**src/rtl/riscv_pkg.sv**
```systemverilog
// Shared fetch-side definitions: instruction size and the layout of one fetch-queue entry.
package riscv_pkg;

  localparam int XLEN        = 32;
  localparam int INSTR_BYTES = 4;

  // Queue entries are packed {pc, instr}; fetch_unit builds the same layout at width NBITS.
  typedef struct packed {
    logic [XLEN-1:0] pc;
    logic [XLEN-1:0] instr;
  } fetch_entry_t;

endpackage

```
**src/rtl/sync_fifo.sv**
```systemverilog
// Register-based synchronous FIFO with first-word fall-through head and a
// single-cycle clear that takes priority over push and pop.
module sync_fifo #(
  parameter int WIDTH = 64,
  parameter int DEPTH = 4
) (
  input  logic                         clk,
  input  logic                         rst,
  input  logic                         push,
  input  logic                         pop,
  input  logic                         clear,
  input  logic [WIDTH-1:0]             wdata,
  output logic [WIDTH-1:0]             rdata,
  output logic                         full,
  output logic                         empty,
  output logic [$clog2(DEPTH+1)-1:0]   count
);

  localparam int AW = (DEPTH > 1) ? $clog2(DEPTH) : 1;
  localparam int CW = $clog2(DEPTH+1);

  logic [WIDTH-1:0] r_mem [DEPTH];
  logic [AW-1:0]    r_wr_ptr;
  logic [AW-1:0]    r_rd_ptr;
  logic [CW-1:0]    r_count;
  logic             w_do_push;
  logic             w_do_pop;

  assign w_do_push = push && !full;
  assign w_do_pop  = pop && !empty;

  always_ff @(posedge clk) begin
    if (rst || clear) begin
      r_wr_ptr <= '0;
      r_rd_ptr <= '0;
      r_count  <= '0;
    end else begin
      if (w_do_push) r_wr_ptr <= r_wr_ptr + AW'(1);
      if (w_do_pop)  r_rd_ptr <= r_rd_ptr + AW'(1);
      case ({w_do_push, w_do_pop})
        2'b10:   r_count <= r_count + CW'(1);
        2'b01:   r_count <= r_count - CW'(1);
        default: r_count <= r_count;
      endcase
    end
  end

  // Storage needs no reset: count/pointers decide what is visible.
  always_ff @(posedge clk) begin
    if (w_do_push) r_mem[r_wr_ptr] <= wdata;
  end

  assign rdata = r_mem[r_rd_ptr];
  assign full  = (r_count == CW'(DEPTH));
  assign empty = (r_count == '0);
  assign count = r_count;

endmodule

```
**src/rtl/fetch_unit.sv**
```systemverilog
// Instruction fetch: credit-limited request stream to instruction memory, in-order
// response queue, and redirect flush that drops responses still in flight.
module fetch_unit
  import riscv_pkg::*;
#(
  parameter int               NBITS    = 32,
  parameter int               DEPTH    = 4,
  parameter logic [NBITS-1:0] RESET_PC = '0
) (
  input  logic             clk,
  input  logic             rst,
  input  logic             redirect_valid,
  input  logic [NBITS-1:0] redirect_pc,
  output logic             imem_req,
  output logic [NBITS-1:0] imem_addr,
  input  logic             imem_gnt,
  input  logic             imem_rvalid,
  input  logic [NBITS-1:0] imem_rdata,
  output logic             out_valid,
  output logic [NBITS-1:0] out_instr,
  output logic [NBITS-1:0] out_pc,
  input  logic             out_ready
);

  localparam int               CW      = $clog2(DEPTH+1);
  localparam int               ENTRY_W = 2 * NBITS;
  localparam logic [NBITS-1:0] PC_STEP = NBITS'(INSTR_BYTES);
  localparam logic [CW:0]      CREDITS = (CW+1)'(DEPTH);

  logic [NBITS-1:0]   r_fetch_pc;
  logic [NBITS-1:0]   r_resp_pc;
  logic [CW-1:0]      r_inflight;
  logic [CW-1:0]      r_drop;

  logic               w_redirect;
  logic [NBITS-1:0]   w_redirect_pc;
  logic               w_credit;
  logic               w_grant;
  logic               w_rsp;
  logic               w_accept;
  logic               w_pop;
  logic [CW-1:0]      w_inflight_nxt;
  logic [CW-1:0]      w_drop_nxt;
  logic [CW-1:0]      w_occupancy;
  logic               w_full;
  logic               w_empty;
  logic [ENTRY_W-1:0] w_head;

  // Handshakes: a request transfers when imem_req && imem_gnt in the same cycle;
  // each imem_rvalid returns exactly one earlier grant, in order; the queue head
  // transfers when out_valid && out_ready. No side may retract or reorder.

  assign w_redirect    = redirect_valid && !rst;
  assign w_redirect_pc = redirect_pc & ~(NBITS'(INSTR_BYTES - 1));

  // Every slot that could receive a response is reserved at grant time, so the
  // queue can never overflow.
  assign w_credit  = ({1'b0, w_occupancy} + {1'b0, r_inflight}) < CREDITS;
  assign imem_req  = !rst && !redirect_valid && w_credit;
  assign imem_addr = r_fetch_pc;
  assign w_grant   = imem_req && imem_gnt;

  assign w_rsp    = imem_rvalid && !rst && (r_inflight != '0);
  assign w_accept = w_rsp && (r_drop == '0) && !redirect_valid && !w_full;
  assign w_pop    = out_ready && !w_empty && !redirect_valid;

  always_comb begin
    w_inflight_nxt = r_inflight;
    if (w_grant && !w_rsp)      w_inflight_nxt = r_inflight + CW'(1);
    else if (!w_grant && w_rsp) w_inflight_nxt = r_inflight - CW'(1);
  end

  // On redirect every response not returning this cycle belongs to the old path.
  always_comb begin
    w_drop_nxt = r_drop;
    if (w_redirect)                  w_drop_nxt = w_rsp ? (r_inflight - CW'(1)) : r_inflight;
    else if (w_rsp && r_drop != '0)  w_drop_nxt = r_drop - CW'(1);
  end

  always_ff @(posedge clk) begin
    if (rst) begin
      r_fetch_pc <= RESET_PC;
      r_resp_pc  <= RESET_PC;
      r_inflight <= '0;
      r_drop     <= '0;
    end else begin
      r_inflight <= w_inflight_nxt;
      r_drop     <= w_drop_nxt;
      if (w_redirect) begin
        r_fetch_pc <= w_redirect_pc;
        r_resp_pc  <= w_redirect_pc;
      end else begin
        if (w_grant)  r_fetch_pc <= r_fetch_pc + PC_STEP;
        if (w_accept) r_resp_pc  <= r_resp_pc + PC_STEP;
      end
    end
  end

  sync_fifo #(
    .WIDTH (ENTRY_W),
    .DEPTH (DEPTH)
  ) u_queue (
    .clk   (clk),
    .rst   (rst),
    .push  (w_accept),
    .pop   (w_pop),
    .clear (w_redirect),
    .wdata ({r_resp_pc, imem_rdata}),
    .rdata (w_head),
    .full  (w_full),
    .empty (w_empty),
    .count (w_occupancy)
  );

  assign out_valid = !w_empty;
  assign out_pc    = w_head[ENTRY_W-1:NBITS];
  assign out_instr = w_head[NBITS-1:0];

endmodule

```
**config.mk**
```make
export PLATFORM = sky130hd
export DESIGN_NAME = fetch_unit
export DESIGN_NICKNAME = d
export VERILOG_FILES = /design/src/rtl/riscv_pkg.sv /design/src/rtl/sync_fifo.sv /design/src/rtl/fetch_unit.sv
export SDC_FILE = /design/constraint.sdc
export NUM_CORES = 1
export LEC_CHECK = 0
export BUFFER_PORTS_ARGS = -buffer_cell sky130_fd_sc_hd__buf_2
export CAP_MARGIN = 10
export CORE_ASPECT_RATIO = 1.5
export CORE_MARGIN = 10
export CORE_UTILIZATION = 55
export CTS_CLUSTER_DIAMETER = 80
export DETAILED_ROUTE_END_ITERATION = 10
export GPL_TIMING_DRIVEN = 0
export PLACE_DENSITY_LB_ADDON = 0.05
export SETUP_SLACK_MARGIN = 0.02
export SKIP_LAST_GASP = 1
export SYNTH_ARGS = -nofsm -noshare
export SYNTH_HDL_FRONTEND = slang
export SYNTH_SLANG_ARGS = --single-unit
```
**constraint.sdc**
```tcl
create_clock -name clk -period 8.75 [get_ports clk]
set_input_delay 0.875 -clock clk [delete_from_list [all_inputs] [get_ports clk]]
set_output_delay 0.875 -clock clk [all_outputs]
set_load 0.1 [all_outputs]
```
; Word-level counts from Yosys, hierarchy flattened
; Memories as Yosys holds them, arrays and structs flattened. A register that Yosys moved wholly into a read port is not among the register bits.
; Index checks and enable logic that the tools add are counted.
[totals]
ff_bits = 77
mem_bits_rw = 256
in_bits = 70
out_inout_bits = 98
elab_cells = 71
memories = 1
[mem_list]
columns = name, depth, word_bits, read_ports, rd_clocked_by_memory_dff, wr, line_no
row1 = u_queue.r_mem, 4, 64, 1, 1, 1, sync_fifo.sv:22  ; logic [WIDTH-1:0] r_mem [DEPTH];
[classes]
add_sub_neg = 10
n_lt_le_gt_ge = 1
eq_ne = 3
n_mux = 14
n_reduce_logical = 33
[op_table]
columns = op, n
row1 = two-way mux 32 bit, 4
row2 = "adder 32 x 3 -> 32 bit, second input constant", 2
row3 = logical AND 1 bit, 16
row4 = two-way mux 3 bit, 5
row5 = nonzero test 2 bit, 5
row6 = "subtractor 3 x 1 -> 3 bit, second input constant", 3
row7 = "adder 3 x 1 -> 3 bit, second input constant", 2
row8 = logical NOT 1 bit, 6
row9 = logical NOT 3 bit, 2
row10 = case mux 3 bit (2 select lines), 1
row11 = nonzero test 3 bit, 2
row12 = "adder 2 x 1 -> 2 bit, second input constant", 2
row13 = adder 3 x 3 -> 4 bit, 1
row14 = "< comparator 4 x 3 -> 1 bit, second input constant", 1
row15 = two-way mux 2 bit, 2
row16 = "== test 3 bit, second input constant", 1
row17 = "== test 2 x 1 -> 1 bit, second input constant", 1
row18 = "== test 2 bit, second input constant", 1
row19 = two-way mux 1 bit, 2
row20 = OR reduction 2 bit, 1
row21 = logical OR 1 bit, 1

; Logic depth before layout (Yosys ltp)
[logic_depth]
depth_word = 9
ltp_mapped = 15
depth_no_buf = 12

; By module
; From an unflattened synthesis, not the netlist that was laid out.
[hier_totals]
cells_unflattened = 840
hier_area_um2 = 13482.9
[by_module_without_submodules]
columns = mod, instances, cells_each, area_per_inst_um2, seq_area_each_um2
row1 = sync_fifo, 1, 390, 9706.8, 7867.5
row2 = fetch_unit, 1, 450, 3776.1, 1321.3

; Least setup slack after synthesis
; No wires, ideal clock.
[synth_path]
path_kind = input to register
from = input redirect_valid
to = memory u_queue.r_mem[0][0] (enable)
setup_ns = 0.427
t_arrival_ns = 3.029
required_time_ns = 8.323
slack_ns = 5.294
cell_stages = 4
path_buffers = 1
path_cell_list = nor4b_2 and3_1 buf_2 and2_1
[synth_between]
elab_chain_cells = 6
[synth_rtl]
columns = item, line_no
row1 = start: declaration, fetch_unit.sv:12  ; input logic redirect_valid,
row2 = logical NOT 1 bit, fetch_unit.sv:64  ; assign w_accept = w_rsp && (r_drop == '0) && !redirect_valid && !w_full;
row3 = logical AND 1 bit (2 in a row), fetch_unit.sv:64
row4 = logical AND 1 bit, sync_fifo.sv:29  ; assign w_do_push = push && !full;
row5 = two-way mux 1 bit, sync_fifo.sv:50  ; if (w_do_push) r_mem[r_wr_ptr] <= wdata;
row6 = two-way mux 1 bit (not written as such), sync_fifo.sv:50
row7 = end: declaration, sync_fifo.sv:22
; No other way between the ends.

==> run metrics <==
crit path max fanout=10; Psw=0.854 mW; Routed WL per cell=22.2 um; Port-buffer cells=161; Final Max Slew Viols=0; Worst Max-Slew Pin Slew=1140 ps; DP Area=0.0149 sq mm; Warnings, synthesis=0; Clock transition at path regs=70 ps; die area=0.0315 sq mm; fin crit period=3910 ps; Crit. End Element=output pin; Pwr Density=216 mW/mm^2; First-pass DRT Iterations=6; first-pass GRT wire length=49.6 mm; Vias=8760; Via-to-Cell Ratio=6.04; post-cts repair resize count=0; share of cells above drive strength 1=0.274; number of antenna violations at the first check in global routing=1; RePlAce Congestion=0.935; Pint=2.61 mW; Final setup violation count=0; CTS tree=done; Cell variety after synth=62; top cells by count, synth=248 x edfxtp_1, 75 x dfxtp_1, 62 x mux4_2; Clock power frac=0.404; pin count of the biggest net entering global routing=57; busiest metal layer after global routing=met2; CTS Hold Buffers Added=0; critical path launch point type=flop; most frequent cell after synthesis=edfxtp_1; post-CTS setup repair buffer count=0; Layout area overhead=17.8%; ANT nets after route=0; WL final=32.2 mm; WP data arrival=3040 ps; Syn Inst Count=902; total CTS buffers=30; GR Layer Usage met1=0.241; CTS Sinks=323; Max Cap Viol=0; clk root buf=clkbuf_16; vias in the first global route=8920; unrepaired setup endpoints after global routing=false; Final TNS setup=0 ps; Yosys top cell by area=edfxtp_1; HP Class=reg -> reg; Max transition margin=0.231; row cnt=70; Starting Density=0.557; Avg Cell Area, Syn=15.0 sq um; Final Cell Area=0.0160 sq mm; H-tree Lvls=1; Die H=212 um; final period utilization=0.447; WP data required=7880 ps; GRT Overall Usage=0.200; met3 usage=0.0360; Switching Share=0.247; core area=0.0243 sq mm; nets@finish=1188; worst skew pair latency=550 ps; synthesis-stage register bit count=323; Max IR drop VDD=0.148 mV; share of the synthesized area in the top cell type=0.549; logic gate share of total power=0.097; dominant synthesized flop cell=edfxtp_1; Async SR Flop Fraction=0; DRT iter0 DRCs=683; grt total ovfl=0; Flop pwr share=0.499; Post-synth EDFFs=248; Mapped Area=0.0136 sq mm; die width=148 um; Synth area leaders=edfxtp_1 55%, dfxtp_1 11%, mux4_2 10%; DRC=0; fmax=0.256 GHz; CP Class=reg -> out; hold_ws=503 ps; leakage power=5.35 nW; DP Wirelength=22.0 mm; status=finished clean; Clock Skew=7.95 ps; clk buf depth=3; io pins=168; final hold viol count=0; met2 track demand over resource=0.348; sequential fraction of the synthesis area=0.660
## worst paths after layout
check | endpoint | start | slack (ps) | cells past startpoint
worst max-delay path | out_pc[3] | flop | 4840 | 4
worst min-delay path | u_queue.r_wr_ptr[1]$_SDFFE_PP0P_ | u_queue.r_wr_ptr[1]$_SDFFE_PP0P_ | 500 | 2
worst max register to register | u_queue.count[2]$_SDFFE_PP0P_ | r_inflight[0]$_SDFFE_PP0P_ | 5440 | 15
worst min register to register | u_queue.r_wr_ptr[1]$_SDFFE_PP0P_ | u_queue.r_wr_ptr[1]$_SDFFE_PP0P_ | 500 | 2
## stage by stage
step	total power [mW]	worst slack, ps	instances	util
floorplan	2.00	5290	905	-
global placement	2.09	3720	1390	0.607
detailed placement	2.09	5210	1394	0.612
CTS	3.48	4720	1450	0.656
global route	3.56	4600	1451	0.657
finish	3.46	4840	1451	0.657
## registers in the layout, summed over array words and instances (netlist names), named ones only
name              flops
u_queue.r_mem       248
imem_addr            30
r_resp_pc            30
r_drop                3
r_inflight            3
u_queue.count         3
u_queue.r_rd_ptr      2
u_queue.r_wr_ptr      2
## cells in the final DEF, fill, tap and decap left out, types with 6 or more instances in the layout
cell       synthesis  routed
nor2_1            45      45
or3_1             11      11
nand3_1           21      21
nor4_1            24      24
a311oi_1          15      15
o21ai_0           16      16
a21oi_1           11      11
nor2b_1           17      17
mux4_2            62      62
nand2b_1           6       6
nand4_1           28      28
a31oi_1           21      21
ha_1              15      15
and3_1             8       8
clkbuf_16          0      31
dfxtp_1           75      75
or4_1             12      12
buf_2              6     167
o31ai_1           13      13
inv_1             19      19
a21o_1             7       7
and4_1            11      11
edfxtp_1         248     248
nand2_1           35      35
a211oi_1          19      19
clkbuf_1          46      49
nor3_1             8       8
o21bai_1          26      26
## metal layers
| layer | vias up | part of all wire | wire [um] |
|---|---|---|---|
| met2 | 350 | 0.51 | 16400 |
| met5 | - | 0 | 0 |
| met4 | 0 | 0.033 | 1060 |
| met1 | 4318 | 0.40 | 12800 |
| li1 | 4031 | - | - |
| met3 | 61 | 0.059 | 1910 |
## critical path: stages (launching register included)
cell and delay, ps:
dfxtp_1 310, clkbuf_1 480, buf_1 730, mux4_2 640, buf_2 320
## cell type report
type / count / area (sq um)
antenna: 1 / 2.50
buffer: 62 / 263
clock buffer: 39 / 856
clock inverter: 17 / 226
fill: 1837 / 8360
inverter: 21 / 78.8
multi-input combinational: 499 / 4300
sequential: 323 / 8950
tap: 324 / 405
timing repair buffer: 165 / 908
## power groups by stage
stage	registers (mW)	logic (mW)	clock network, mW
CTS	1.72	0.335	1.42
detailed placement	1.76	0.334	0
global route	1.73	0.356	1.48
floorplan	1.81	0.187	0
global placement	1.76	0.330	0
finish	1.73	0.335	1.40
## kinds of logic after synthesis
family / synth area share
xor gates and xnor gates: 0.00646
and+or+nand+nor: 0.106
AOI/OAI and AO/OA: 0.0841
muxes: 0.103
DFF: 0.660
adders and majority gates: 0.0153
buffers and inverters: 0.0252
other: 0.000276
Note: power is estimated with default switching activity, not from simulation.
